[src/rtl/rh_ahb5_arbiter.sv]
// rh_ahb5_arbiter: round-robin AHB5 bus arbiter that hands over only at legal AHB points
// Ports: HCLK/HRESET clock and sync active-high reset; HBUSREQ/HLOCK per-manager request/lock;
//        HTRANS/HBURST/HREADY post-mux address-phase controls; HGRANT one-hot owner;
//        HMASTER/HMASTERD address/data-phase owner IDs; HMASTLOCK locked sequence.
// Optional lock support: define RH_AHB5_ARB_LOCK_EN.
module rh_ahb5_arbiter #(
   parameter int NM             = 4,
   parameter int DEFAULT_MASTER = 0
) (
   input  logic          HCLK,
   input  logic          HRESET,
   input  logic [NM-1:0] HBUSREQ,
   input  logic [NM-1:0] HLOCK,
   input  logic [1:0]    HTRANS,
   input  logic [2:0]    HBURST,
   input  logic          HREADY,
   output logic [NM-1:0] HGRANT,
   output logic [3:0]    HMASTER,
   output logic [3:0]    HMASTERD,
   output logic          HMASTLOCK
);
   localparam int IW = $clog2(NM);
   localparam logic [IW-1:0] DM = IW'(DEFAULT_MASTER);
   typedef enum logic [1:0] {S_OPEN, S_BURST, S_LOCKED} state_t;
   state_t        r_state, w_state_n;
   logic [IW-1:0] r_owner, w_owner_n, w_rr, w_sel, w_idx;
   logic [3:0]    r_masterd;
   logic [4:0]    r_cnt, w_cnt_n, w_len;
   logic          w_accept, w_free, w_keep;
   logic [NM-1:0] w_lock;
`ifdef RH_AHB5_ARB_LOCK_EN
   assign w_lock = HLOCK;
`else
   logic w_unused;
   assign w_lock   = '0;
   assign w_unused = ^HLOCK;
`endif
   assign w_accept = HREADY & HTRANS[1];
   assign w_len    = HBURST[2:1] == 2'd0 ? 5'd0 : HBURST[2:1] == 2'd1 ? 5'd3 :
                     HBURST[2:1] == 2'd2 ? 5'd7 : 5'd15;
   assign w_cnt_n  = !w_accept ? r_cnt : !HTRANS[0] ? w_len : r_cnt - 5'(r_cnt != 5'd0);
   // a zero count after this cycle is a legal handover: idle/open cycles and the last burst beat
   assign w_free   = w_cnt_n == 5'd0;
   assign w_keep   = HBUSREQ[r_owner] & (HBURST == 3'b001) & HTRANS[0];
   // the owner doubles as the round-robin pointer: the pointer always follows the owner
   always_comb begin
      w_rr  = DM;
      w_idx = '0;
      for (int i = NM; i >= 1; i--) begin
         w_idx = IW'((int'(r_owner) + i) % NM);
         if (HBUSREQ[w_idx]) w_rr = w_idx;
      end
   end
   assign w_sel = (w_lock[r_owner] | w_keep) ? r_owner : w_rr;
   always_ff @(posedge HCLK) begin
      if (HRESET) begin
         r_state   <= S_OPEN;
         r_owner   <= DM;
         r_cnt     <= 5'd0;
         r_masterd <= 4'(DM);
      end else if (HREADY) begin
         r_state   <= w_state_n;
         r_owner   <= w_owner_n;
         r_cnt     <= w_cnt_n;
         r_masterd <= HMASTER;
      end
   end
   always_comb begin
      w_owner_n = w_free ? w_sel : r_owner;
      w_state_n = w_free ? (w_lock[w_sel] ? S_LOCKED : S_OPEN) :
                  (r_state == S_LOCKED ? S_LOCKED : S_BURST);
   end
   always_comb begin
      HGRANT    = {{(NM-1){1'b0}}, 1'b1} << r_owner;
      HMASTER   = 4'(r_owner);
      HMASTERD  = r_masterd;
      HMASTLOCK = r_state == S_LOCKED;
   end
endmodule

[config.mk]
export PLATFORM = sky130hd
export DESIGN_NAME = rh_ahb5_arbiter
export DESIGN_NICKNAME = d
export VERILOG_FILES = /design/src/rtl/rh_ahb5_arbiter.sv
export SDC_FILE = /design/constraint.sdc
export NUM_CORES = 1
export LEC_CHECK = 0
export CORE_MARGIN = 10
export CORE_UTILIZATION = 48
export CTS_CLUSTER_SIZE = 28
export DETAILED_ROUTE_END_ITERATION = 7
export HOLD_SLACK_MARGIN = 0.12
export PLACE_DENSITY = 0.94
export SYNTH_ARGS = -nofsm -noshare
export SYNTH_HDL_FRONTEND = slang
export SYNTH_SLANG_ARGS = --single-unit
[constraint.sdc]
create_clock -name HCLK -period 5.1 [get_ports HCLK]
set_clock_uncertainty 0.1 [all_clocks]
set_input_delay 1.02 -clock HCLK [delete_from_list [all_inputs] [get_ports HCLK]]
set_output_delay 1.02 -clock HCLK [all_outputs]
set_load 0.05 [all_outputs]
==> reports/summary.txt <==
outcome - finished clean
clock share of power - 21.7%
cell with the most instances after synthesis - nor2_1
synthesized-area fraction occupied by adder cells - 8.863%
power per cell area - 250.9 mW/mm2
Psw - 0.09954 mW
Final GP Congestion - 0.8247
starting density of the core - 49.60%
clk slew on worst S/H paths - 0.07 ns
grt total ovfl - 0
post-synth top area cell - dfxtp_1
Vias/cell - 5.408
Post-Synthesis Cells - 103
asr flop ratio synth - 0%
first-pass GRT wire length - 3.284 mm
crit path max fanout - 13
Post-DRT Antenna Nets - 0
Die W - 62.01 um
initial antenna violation count - 0
Top FF cell, synth - dfxtp_1
post-synth top area share - 26.00%
drt total wl - 2.019 mm
final setup fails - 0
# DRC - 0
Unique masters post-synth - 32
final-report max-slew violation count - 0
Worst Path Arrival - 3.21 ns
xor and xnor area share after synthesis - 0%
Avg Cell Area, Syn - 8.224 um2
Worst Min Path Start - r_state[1]
I/O pin cnt - 29
pre-CTS WS - 1.663 ns
routed vias - 795
post-cts sizing count - 0
Sw Ratio - 37.18%
nets@finish - 145
logic gate share of total power - 40.7%
mux contribution to synthesized area - 15.21%
top cells by count, synth - 17 x nor2_1, 11 x dfxtp_1, 7 x a21oi_1, 7 x inv_1
CTS tree - done
RSZ-0062 raised after global routing - no
Synth Area in Compound Gates - 17.58%
Routed WL per cell - 13.73 um
origin of the critical flop-to-flop path - r_cnt[1]
Layout Utilization - 62.49%
critical path type - in2reg
Pre-antenna DRT Iters - 4
Fin. Hold Viols - 0
Synth Area in Simple Gates - 23.04%
H-tree levels - 1
Post-CTS Hold Buffers - 0
Max Clock Freq - 0.3162 GHz
area grow syn2layout - 26.00%
Worst Slack Setup Final - 1.938 ns
fillers - 143
Die ar. - 0.003845 mm2
Setup crit start - HTRANS[0]
Cell Area, Synth - 847.1 um2
worst-skew pair later-pin latency - 0.27 ns
largest family of logic cells by synthesized area - simple AND/OR/NAND/NOR gates
crit path time final - 3.162 ns
Req. time, crit path - 5.15 ns
FF-to-FF path depth - 10
sequential area share after synthesis - 26.00%
DPL Wire Length - 1.639 mm
number of flops mapped to enable cells by yosys - 0
#FFs+latches synth - 11
Hold Crit Depth - 2
Core Box Area - 0.001708 mm2
Int Power - 0.1682 mW
vias in the first global route - 786
Critical Path Source Type - input port
clock tree root buffer cell - clkbuf_4
Global Route Usage Sum - 11.32%
final setup TNS - 0 ns
Die Height - 62.01 um
max_cap viols - 0
Worst Hold Class - reg2reg
Fin Hold WS - 0.3728 ns
PortBufs - 20
Final Cycle Share - 62.00%
max_slew headroom - 65.75%
IR drop worst, VDD - 0.0001452 V
Clock Tree Buf Depth - 2
Area contributors post-synth - dfxtp_1 26%, ha_1 8.9%, nor2_1 7.5%
sequential power share - 37.6%
Synth Warn # - 0
Clock Sinks - 11
# rows - 15
Leak - 0.4056 nW
element type at the critical path end - register
diode count - 0
largest net degree at the start of global routing - 14
worst-margin pin slew - 0.5121 ns
share of layout cells above drive strength 1 - 8.197%
Initial DRC Count - 26
post-CTS setup repair buffer count - 0
CTS Buf Count - 3
-- final timing paths --
kind,to,slack (ns)
max,r_owner[0],1.94
min,r_state[1],0.37
min reg2reg,r_state[1],0.37
max reg2reg,r_owner[0],2.44
-- logic make-up (layout without fill, tap and decap cells) --
logic type | count (synthesis) | count (layout)
compound gates | 22 | 22
fa+ha+maj | 6 | 6
buf+inv | 15 | 31
flops | 11 | 11
mux | 10 | 10
other cells | 1 | 4
simple gates | 38 | 38
-- power groups by stage --
stage | sequential (mW) | clock, mW | combinational [mW]
2_1_floorplan | 0.106 | 0 | 0.0767
4_1_cts | 0.101 | 0.0585 | 0.110
3_3_place_gp | 0.102 | 0 | 0.105
3_5_place_dp | 0.103 | 0 | 0.109
5_1_grt | 0.102 | 0.0638 | 0.119
6_report | 0.101 | 0.0581 | 0.109
-- cell usage in the layout (no fill, tap or decap), drive strengths merged --
master         synthesis  layout
or2b                   1       1
nand2                  6       6
mux2                   3       3
nor3b                  1       1
mux4                   2       2
nand3b                 1       1
a21o                   1       1
a21oi                  7       7
ha                     6       6
o32ai                  1       1
mux2i                  5       5
nand4                  1       1
o22ai                  2       2
nor2                  17      17
clkbuf                 1       4
nor2b                  2       2
a32oi                  1       1
or3b                   1       1
a211oi                 5       5
dfxtp                 11      11
clkdlybuf4s50          0      20
a31oi                  2       2
conb                   1       4
nor4                   3       3
nor3                   3       3
inv                    7       7
a2111oi                1       1
nand2b                 2       2
o21ai                  2       2
-- per-stage QoR --
step | instances | area (um2) | total power, mW
floorplan | 106 | 858.3 | 0.1828
finish | 147 | 1067 | 0.2678
CTS | 147 | 1067 | 0.2689
global placement | 143 | 1041 | 0.2066
detailed placement | 143 | 1041 | 0.2117
global route | 147 | 1067 | 0.2849
-- layer usage --
metal / GRT usage (%) / vias to the layer above / part of all wire [%]
met5: 0 / - / 0
met4: 6.051 / 0 / 2.0
met3: 6.301 / 7 / 11
met2: 18.42 / 30 / 47
met1: 11.31 / 358 / 40
li1: - / 400 / -
-- worst max-delay path, stage by stage --
cell,delay (ns)
clkdlybuf4s50_1,0.63
nor3_1,0.41
a31oi_1,0.10
a21oi_1,0.21
nand4_2,0.15
nor4_2,0.32
mux2_1,0.35
-- final cells by class --
type	count	area, um2	share of cell area [%]
clock buffer	4	26.28	2.462
sequential	11	220.2	20.63
inverter	7	26.28	2.462
tap	25	31.28	2.931
timing repair buffer	20	200.2	18.76
multi-input combinational	80	563.0	52.76
-- flip-flops by register name (all words and copies together), names as in the netlist --
signal    flops
r_cnt         5
r_owner       2
r_state       2
HMASTERD      2
No activity file was read; power rests on OpenSTA's default activity.
